$ cat src/rtl/snn_axi_pkg.sv
`default_nettype none
// ============================================================================
// Module   : snn_axi_pkg
// Brief    : Shared AXI4-Lite read-side constants and FSM state type.
// Revision : 1.0 - initial release
// ============================================================================
package snn_axi_pkg;

  localparam logic [1:0]  RESP_OKAY    = 2'b00;
  localparam logic [1:0]  RESP_SLVERR  = 2'b10;

  localparam logic [31:0] OFF_STATUS   = 32'h0000_0000;
  localparam logic [31:0] OFF_RESULT   = 32'h0000_0004;
  localparam logic [31:0] OFF_CNT_BASE = 32'h0000_0100;

  typedef enum logic [0:0] {
    RD_IDLE = 1'b0,
    RD_RESP = 1'b1
  } rd_state_t;

endpackage
`default_nettype wire

$ cat src/rtl/axil_rd_channel.sv
`default_nettype none
// ============================================================================
// Module   : axil_rd_channel
// Brief    : AR/R handshake FSM holding one response until the host takes it.
// Revision : 1.0 - initial release
// ============================================================================
module axil_rd_channel
  import snn_axi_pkg::*;
(
  input  logic        clk,
  input  logic        rst,
  input  logic        ar_valid_i,
  output logic        ar_ready_o,
  input  logic [31:0] rd_data_i,
  input  logic [1:0]  rd_resp_i,
  output logic        r_valid_o,
  output logic [31:0] r_data_o,
  output logic [1:0]  r_resp_o,
  input  logic        r_ready_i,
  output logic        ar_fire_o,
  output logic        r_fire_o
);

  rd_state_t   state_q, state_d;
  logic [31:0] data_q, data_d;
  logic [1:0]  resp_q, resp_d;

  always_comb begin
    state_d    = state_q;
    data_d     = data_q;
    resp_d     = resp_q;
    ar_fire_o  = 1'b0;
    r_fire_o   = 1'b0;
    ar_ready_o = (state_q == RD_IDLE);
    r_valid_o  = (state_q == RD_RESP);
    case (state_q)
      RD_IDLE: begin
        if (ar_valid_i) begin
          ar_fire_o = 1'b1;
          data_d    = rd_data_i;
          resp_d    = rd_resp_i;
          state_d   = RD_RESP;
        end
      end
      RD_RESP: begin
        if (r_ready_i) begin
          r_fire_o = 1'b1;
          state_d  = RD_IDLE;
        end
      end
      default: state_d = RD_IDLE;
    endcase
  end

  always_ff @(posedge clk) begin
    if (rst) begin
      state_q <= RD_IDLE;
      data_q  <= '0;
      resp_q  <= RESP_OKAY;
    end else begin
      state_q <= state_d;
      data_q  <= data_d;
      resp_q  <= resp_d;
    end
  end

  assign r_data_o = data_q;
  assign r_resp_o = resp_q;

endmodule
`default_nettype wire

$ cat src/rtl/axi_out_result_reader.sv
`default_nettype none
// ============================================================================
// Module   : axi_out_result_reader
// Brief    : AXI4-Lite read responder returning the snapshotted SNN result.
// Revision : 1.0 - initial release
// ============================================================================
module axi_out_result_reader
  import snn_axi_pkg::*;
#(
  parameter int          N_OUT     = 10,
  parameter int          CLASS_W   = 4,
  parameter int          CNT_W     = 16,
  parameter logic [31:0] BASE_ADDR = 32'h0000_2000
)(
  input  logic                   ACLK,
  input  logic                   ARESET,
  input  logic [31:0]            ARADDR,
  input  logic [2:0]             ARPROT,
  input  logic                   ARVALID,
  output logic                   ARREADY,
  output logic [31:0]            RDATA,
  output logic [1:0]             RRESP,
  output logic                   RVALID,
  input  logic                   RREADY,
  input  logic                   infer_busy_i,
  input  logic                   infer_done_i,
  input  logic [CLASS_W-1:0]     infer_class_i,
  input  logic [N_OUT*CNT_W-1:0] spike_cnt_i,
  output logic                   result_irq_o
);

  logic                done_q, done_d;
  logic                overrun_q, overrun_d;
  logic                rd_is_result_q, rd_is_result_d;
  logic [CLASS_W-1:0]  class_q, class_d;
  logic [CNT_W-1:0]    cnt_q [N_OUT];
  logic [CNT_W-1:0]    cnt_d [N_OUT];

  logic [31:0] offset;
  logic [31:0] word_idx;
  logic [31:0] rd_data;
  logic [1:0]  rd_resp;
  logic        hit_result;
  logic        ar_fire;
  logic        r_fire;
  logic        clear_now;
  logic        unused_ok;

  assign unused_ok = ^ARPROT;

  // Address decode against the live snapshot; the channel latches it on acceptance.
  always_comb begin
    offset     = ARADDR - BASE_ADDR;
    word_idx   = (offset - OFF_CNT_BASE) >> 2;
    rd_data    = '0;
    rd_resp    = RESP_SLVERR;
    hit_result = 1'b0;
    if ((ARADDR >= BASE_ADDR) && (ARADDR[1:0] == 2'b00)) begin
      if (offset == OFF_STATUS) begin
        rd_data = {29'b0, overrun_q, done_q, infer_busy_i};
        rd_resp = RESP_OKAY;
      end else if (offset == OFF_RESULT) begin
        rd_data    = 32'(class_q);
        rd_resp    = RESP_OKAY;
        hit_result = 1'b1;
      end else if ((offset >= OFF_CNT_BASE) &&
                   (offset < OFF_CNT_BASE + 32'(4 * N_OUT))) begin
        for (int i = 0; i < N_OUT; i++) begin
          if (word_idx == 32'(i)) rd_data = 32'(cnt_q[i]);
        end
        rd_resp = RESP_OKAY;
      end
    end
  end

  axil_rd_channel u_rd_channel (
    .clk        (ACLK),
    .rst        (ARESET),
    .ar_valid_i (ARVALID),
    .ar_ready_o (ARREADY),
    .rd_data_i  (rd_data),
    .rd_resp_i  (rd_resp),
    .r_valid_o  (RVALID),
    .r_data_o   (RDATA),
    .r_resp_o   (RRESP),
    .r_ready_i  (RREADY),
    .ar_fire_o  (ar_fire),
    .r_fire_o   (r_fire)
  );

  assign clear_now = r_fire && rd_is_result_q;

  // A new result in the same cycle as a read-clear wins: done stays set, overrun drops.
  always_comb begin
    done_d         = done_q;
    overrun_d      = overrun_q;
    class_d        = class_q;
    cnt_d          = cnt_q;
    rd_is_result_d = rd_is_result_q;
    if (ar_fire) rd_is_result_d = hit_result;
    if (clear_now) begin
      done_d    = 1'b0;
      overrun_d = 1'b0;
    end
    if (infer_done_i) begin
      class_d = infer_class_i;
      for (int i = 0; i < N_OUT; i++) cnt_d[i] = spike_cnt_i[i*CNT_W +: CNT_W];
      if (done_q && !clear_now) overrun_d = 1'b1;
      done_d = 1'b1;
    end
  end

  always_ff @(posedge ACLK) begin
    if (ARESET) begin
      done_q         <= 1'b0;
      overrun_q      <= 1'b0;
      rd_is_result_q <= 1'b0;
      class_q        <= '0;
      cnt_q          <= '{default: '0};
    end else begin
      done_q         <= done_d;
      overrun_q      <= overrun_d;
      rd_is_result_q <= rd_is_result_d;
      class_q        <= class_d;
      cnt_q          <= cnt_d;
    end
  end

  assign result_irq_o = done_q;

endmodule
`default_nettype wire

$ cat config.mk
export PLATFORM = sky130hd
export DESIGN_NAME = axi_out_result_reader
export DESIGN_NICKNAME = d
export VERILOG_FILES = /design/src/rtl/snn_axi_pkg.sv /design/src/rtl/axil_rd_channel.sv /design/src/rtl/axi_out_result_reader.sv
export SDC_FILE = /design/constraint.sdc
export NUM_CORES = 1
export LEC_CHECK = 0
export BUFFER_PORTS_ARGS = -buffer_cell sky130_fd_sc_hd__buf_2
export CAP_MARGIN = 10
export CORE_ASPECT_RATIO = 1.25
export CORE_UTILIZATION = 35
export DETAILED_ROUTE_END_ITERATION = 16
export HOLD_SLACK_MARGIN = 0.1
export PLACE_DENSITY_LB_ADDON = 0.08
export SYNTH_ARGS = -nofsm -noshare
export SYNTH_HDL_FRONTEND = slang
export SYNTH_SLANG_ARGS = --single-unit
$ cat constraint.sdc
create_clock -name ACLK -period 2.2 [get_ports ACLK]
set_input_delay 0.11 -clock ACLK [delete_from_list [all_inputs] [get_ports ACLK]]
set_output_delay 0.11 -clock ACLK [all_outputs]
set_load 0.02 [all_outputs]
After elaboration in Yosys (flattened, before gate mapping)
Cells that the tools add are included.

storage, ports and cells
  word-level logic and storage cells = 75
  register bits = 202
  output and inout port bits = 37
  bits of input ports = 205

operators by class
  muxes and demuxes = 32
  bitwise operators = 1
  reductions and logical operators = 10
  magnitude comparators = 3
  add/sub/neg operators = 2
  eq/ne operators = 10

operators with widths
  operator                count
  $mux 32                 13
  $eq 30x3->1 const B     4
  $logic_not 32->1        2
  $eq 30x2->1 const B     2
  $eq 30x4->1 const B     2
  $eq 32x3->1 const B     1
  $ge 32x14->1 const B    1
  $ge 32x9->1 const B     1
  $lt 32x9->1 const B     1
  $sub 32x14->32 const B  1
  $sub 32x9->32 const B   1
  $eq 30x1->1 const B     1
  $mux 16                 1
  $mux 1                  13
  $mux 2                  4
  $logic_and 1x1->1       4
  $logic_not 2->1         1
  $pmux 1 s2              1
  $reduce_and 2->1        1
  $reduce_bool 2->1       1
  $logic_not 1->1         1
  $not 1->1               1

Logic depth before layout (Yosys ltp)
  depth after elaboration = 17
  mapped depth = 12
  depth with buffers taken out = 10

Cells and area by module
A second synthesis with hierarchy kept.

unflattened totals
  cells, all modules = 1,106
  area, all modules = 10,256.1 um2

modules (own cells, without submodules)
  module                 cells an instance  instances  area each (um2)
  axi_out_result_reader  946                1          8,516.9
  axil_rd_channel        160                1          1,739.2

Worst setup path before layout
OpenSTA, ideal clock, no wires.

  path type = input -> register
  start point = in ARADDR[13]
  end point = reg u_rd_channel.data_q[0], in the netlist u_rd_channel.r_data_o[0]
  data arrival time = 2.337 ns
  cell stages on the path = 11
  setup slack = -0.207 ns
  data required time = 2.130 ns
  cell sequence = buf_6 > inv_1 > ha_1 > or3b_2 > o32ai_2 > a32o_2 > nand2_4 > nor4_4 > a21o_1 > and3b_1 > a21oi_1

on the way
  word-level cells in the longest chain between the ends = 17
  elaborated cells on any way between the ends = 33
  those cells by class = add/sub: 2; order compare: 3; eq/ne: 10; mux: 14; reduce/logical: 4

RTL lines
  what                  line                         RTL
  from (decl)           axi_out_result_reader.sv:17  input logic [31:0] ARADDR,
  $sub 32x14->32        axi_out_result_reader.sv:53  offset = ARADDR - BASE_ADDR;
  $sub 32x9->32         axi_out_result_reader.sv:54  word_idx = (offset - OFF_CNT_BASE) >> 2;
  $logic_not 32->1      axi_out_result_reader.sv:69  if (word_idx == 32'(i)) rd_data = 32'(cnt_q[i]);
  $mux 16               axi_out_result_reader.sv:69
  $mux 32 (9 in a row)  axi_out_result_reader.sv:69
  $mux 32               axi_out_result_reader.sv:66  end else if ((offset >= OFF_CNT_BASE) &&
  $mux 32               axi_out_result_reader.sv:62  end else if (offset == OFF_RESULT) begin
  $mux 32               axi_out_result_reader.sv:59  if (offset == OFF_STATUS) begin
  $mux 32 (*)           axi_out_result_reader.sv:58  if ((ARADDR >= BASE_ADDR) && (ARADDR[1:0] == 2'b00)) begin
  to (signal assigned)  axil_rd_channel.sv:62        data_q <= data_d;
  to (decl)             axil_rd_channel.sv:25        logic [31:0] data_q, data_d;

Every way passes the cells marked *; elsewhere a longest branch is shown, timed or not.
A chain may end at the register's enable or synchronous reset.

Final worst setup path
  start point = reg u_rd_channel.state_q, in the netlist u_rd_channel.r_valid_o
  end point = reg u_rd_channel.data_q[2], in the netlist u_rd_channel.r_data_o[2]

on the way
  word-level cells in the longest chain between the ends = 2

RTL lines
  what                        line                   RTL
  from (decl)                 axil_rd_channel.sv:24  rd_state_t state_q, state_d;
  from (signal assigned)      axil_rd_channel.sv:61  state_q <= state_d;
  $not 1->1                   n/a
  $reduce_and 2->1 (no line)  n/a

Every way passes these cells.

==> impl_results.md <==
* Primary FF master, synth: dfxtp_1
* Drt wl/cell at 17.0 microns
* Post-Synthesis Cells at 1020
* IO Pins at 242
* Tot Pwr at 8.37 mW
* Setup CP Type: register to register
* Largest net degree at the start of global routing at 173
* Slowest stage delay, CP at 0.45 ns
* Final nets at 1658
* Max IR drop VDD at 494 uV
* TritonCTS Sinks at 185
* Total gr overflow at 0
* Die area at 0.0267 sq mm
* Final Critical Period at 2.10 ns
* Startpoint types: register
* Seq/Total Area, Yosys at 0.406
* Fin util at 0.530
* Mux cell area share after synthesis at 0.214
* Max H-tree Level at 4
* Max clock buf depth at 2
* CP max-delay cell: or4_1
* Drt drc at 0
* Req. time, crit path at 2.55 ns
* CP arrival at 2.45 ns
* Share of layout cells above drive strength 1 at 0.270
* Fraction of the mapped netlist area in adder cells at 0.00274
* First-pass GRT wire length at 47.2 mm
* Yosys Warn Count at 0
* Total GRT Usage at 0.227
* Wirelength, routed at 30.6 mm
* Crit path max-delay family: simple AND/OR/NAND/NOR gates
* EDFF count, synth at 0
* Core area at 0.0255 sq mm
* Post-CTS Setup Bufs at 0
* Hold crit path type: input pin to register
* Die Ht at 183 microns
* IO buf count at 221
* DR vias at 8745
* Internal at 6.07 mW
* P per Cell Area at 620 mW/mm^2
* Peak Freq at 475 MHz
* Largest family of logic cells by synthesized area: multiplexers
* Part of the power in registers at 0.434
* Leakage at 6.13 nW
* Post-route ant nets at 0
* Comb pwr share at 0.173
* Synth Register Bits at 185
* CTS tree: done
* Worst-path clk slew at 0.07 ns
* Post-synthesis compound-gate area fraction at 0.129
* Clock network power share at 0.393
* WP depth at 8
* Slew @ Worst Pin at 0.958 ns
* Die Width at 146 microns
* Vias in the first global route at 8707
* Leading area contributor after synthesis: dfxtp_1
* Clk root buf: clkbuf_16
* Starting Density at 0.359
* RSZ-0062 raised after global routing: no
* R2R depth at 8
* Gpl congestion at 0.826
* Clock latency on the worst-skew pair at 0.44 ns
* Synth unique cells at 73
* Switching pwr at 2.30 mW
* Crit path buf inv count at 0
* Status: complete, no violations
* Via density at 4.86
* Setup crit end kind: register
* Fraction of registers with async set/reset at 0
* Final Max Tran Viols at 0
* Router iterations before antenna repair at 6
* Max Cap Viol at 0
* Share of the synthesized area in the top cell type at 0.406
* Xor/xnor share of the synthesized area at 0.0125
* Fin crit share at 0.956
* Hold path depth at 5
* Relative slew margins at 0.361
* Synthesized area at 0.00913 sq mm
* Clock skew at 0.0227 ns
* Num rows at 65
* Synth top area cells: dfxtp_1 41%, mux2i_1 19%, nor2_1 8.6%
* Sw Ratio at 0.275
* Drt initial violations at 322
* Layout overhead on the synthesized area at 47.9%
* Worst-path fanout max at 5
* Initial antenna violation count at 0
* CTS buffer count at 17
* Synthesized area per cell at 8.95 sq um
* Placed wire-length estimate at 22.1 mm
* Worst-path cell chain: nand2b_4 -> or4_1 -> a31oi_4 -> nand3_1 -> nor4_4 -> a21o_1 -> and3b_1 -> a21oi_1
* Post-synthesis simple-gate area fraction at 0.182
* ANT cells at 0
* Final Hold Fails at 0
* Final Setup Violations at 0
-- layout make-up --
class	count	area, sq um
Clock buffer	18	439
Clock inverter	14	203
Fill cell	2426	12000
Inverter	12	45.0
Multi-Input combinational cell	749	5090
Sequential cell	185	3700
Tap cell	335	419
Timing Repair Buffer	486	3600
-- synthesized netlist by cell type, types with 8 or more instances --
cell type and instances:
a21oi_1 50, buf_1 17, buf_4 20, clkbuf_1 45, dfxtp_1 185, inv_1 12, mux2i_1 174, mux4_2 8
nand2_1 47, nand3_1 19, nand4_1 9, nor2_1 208, nor2b_1 8, nor3_1 15, o21ai_0 46, o22ai_1 14
xnor2_1 10
-- path summary, 6_finish.rpt --
kind                            startpoint                  endpoint  slack (ns)
setup reg to reg    u_rd_channel.r_valid_o  u_rd_channel.r_data_o[2]         0.1
setup / recovery    u_rd_channel.r_valid_o  u_rd_channel.r_data_o[2]         0.1
hold reg to reg   u_rd_channel.r_data_o[8]  u_rd_channel.r_data_o[8]        0.46
hold / removal                      ARESET  u_rd_channel.r_data_o[1]        0.14
-- layout by cell type, fill, tap and decap left out, types with 4 or more instances in the layout --
| cell type | count |
|---|---|
| nand4_1 | 9 |
| nand2_1 | 46 |
| nor2b_1 | 8 |
| a221oi_1 | 5 |
| nor4_4 | 5 |
| a21oi_1 | 50 |
| a21o_1 | 6 |
| nor4_1 | 4 |
| buf_2 | 219 |
| o211ai_1 | 4 |
| mux4_2 | 8 |
| a31oi_1 | 4 |
| inv_1 | 12 |
| buf_4 | 93 |
| buf_12 | 6 |
| clkinv_8 | 4 |
| nor3_1 | 15 |
| a211oi_1 | 4 |
| dlygate4sd3_1 | 166 |
| nor2_1 | 208 |
| conb_1 | 17 |
| o21ai_0 | 46 |
| o22ai_1 | 13 |
| xnor2_1 | 10 |
| o21bai_1 | 5 |
| dfxtp_1 | 184 |
| clkbuf_16 | 17 |
| nand3_1 | 19 |
| nand2b_1 | 5 |
| mux2i_1 | 174 |
| a22o_1 | 4 |
| and3b_1 | 4 |
-- metrics by stage --
stage | TNS [ns] | instance area, sq um | hold slack (ns) | setup WS, ns | cells
3_3_place_gp | -3.51 | 11200 | 0.342 | -0.263 | 1601
2_1_floorplan | -0.0224 | 9270 | 0.229 | -0.0113 | 1036
5_1_grt | 0 | 13500 | 0.170 | 0.00744 | 1799
4_1_cts | 0 | 13500 | 0.133 | 0.0936 | 1799
6_report | 0 | 13500 | 0.144 | 0.0967 | 1799
3_5_place_dp | -3.91 | 11200 | 0.349 | -0.290 | 1601
-- metal layers --
| metal | routed length (microns) | global-route usage | part of all wire | up-vias |
|---|---|---|---|---|
| met5 | 0 | 0 | 0 | - |
| met4 | 336 | 0.0600 | 0.011 | 0 |
| met3 | 1070 | 0.0290 | 0.035 | 22 |
| li1 | - | - | - | 4456 |
| met1 | 14200 | 0.292 | 0.46 | 4052 |
| met2 | 15000 | 0.399 | 0.49 | 215 |
-- power groups by stage --
stage	registers [mW]	logic (mW)	clock network, mW
2_1_floorplan	3.68	0.729	0
3_3_place_gp	3.70	1.21	0
3_5_place_dp	3.71	1.22	0
4_1_cts	3.63	1.45	3.38
5_1_grt	3.65	1.58	3.50
6_report	3.63	1.45	3.29
-- state kept, by name, summed over array words and instances (netlist names) --
name,count
rd_is_result_q,1
result_irq_o,1
class_q,4
overrun_q,1
u_rd_channel.r_valid_o,1
u_rd_channel.r_data_o,16
u_rd_channel.r_resp_o,1
cnt_q,160
-- tightest hold or removal path, cell delays in order --
cell and delay, ns:
buf_6 0.08, or4_1 0.14, a31oi_4 0.06, o31ai_1 0.06, a21oi_1 0.06
-- cells by family after synthesis --
group                      Yosys count
muxes                              185
buffers and inverters              102
AOI/OAI and AO/OA                  179
and+or+nand+nor                    353
xor gates and xnor gates            13
DFF                                185
adders and majority gates            2
other                                1
-- repair_timing --
item	CTS	global route
endpoints found under the setup margin	2	10
resized for setup	0	3
hold buffers	166	0
pin swaps	1	1
endpoints found under the hold margin	167	0
(Power assumes the default switching activity.)
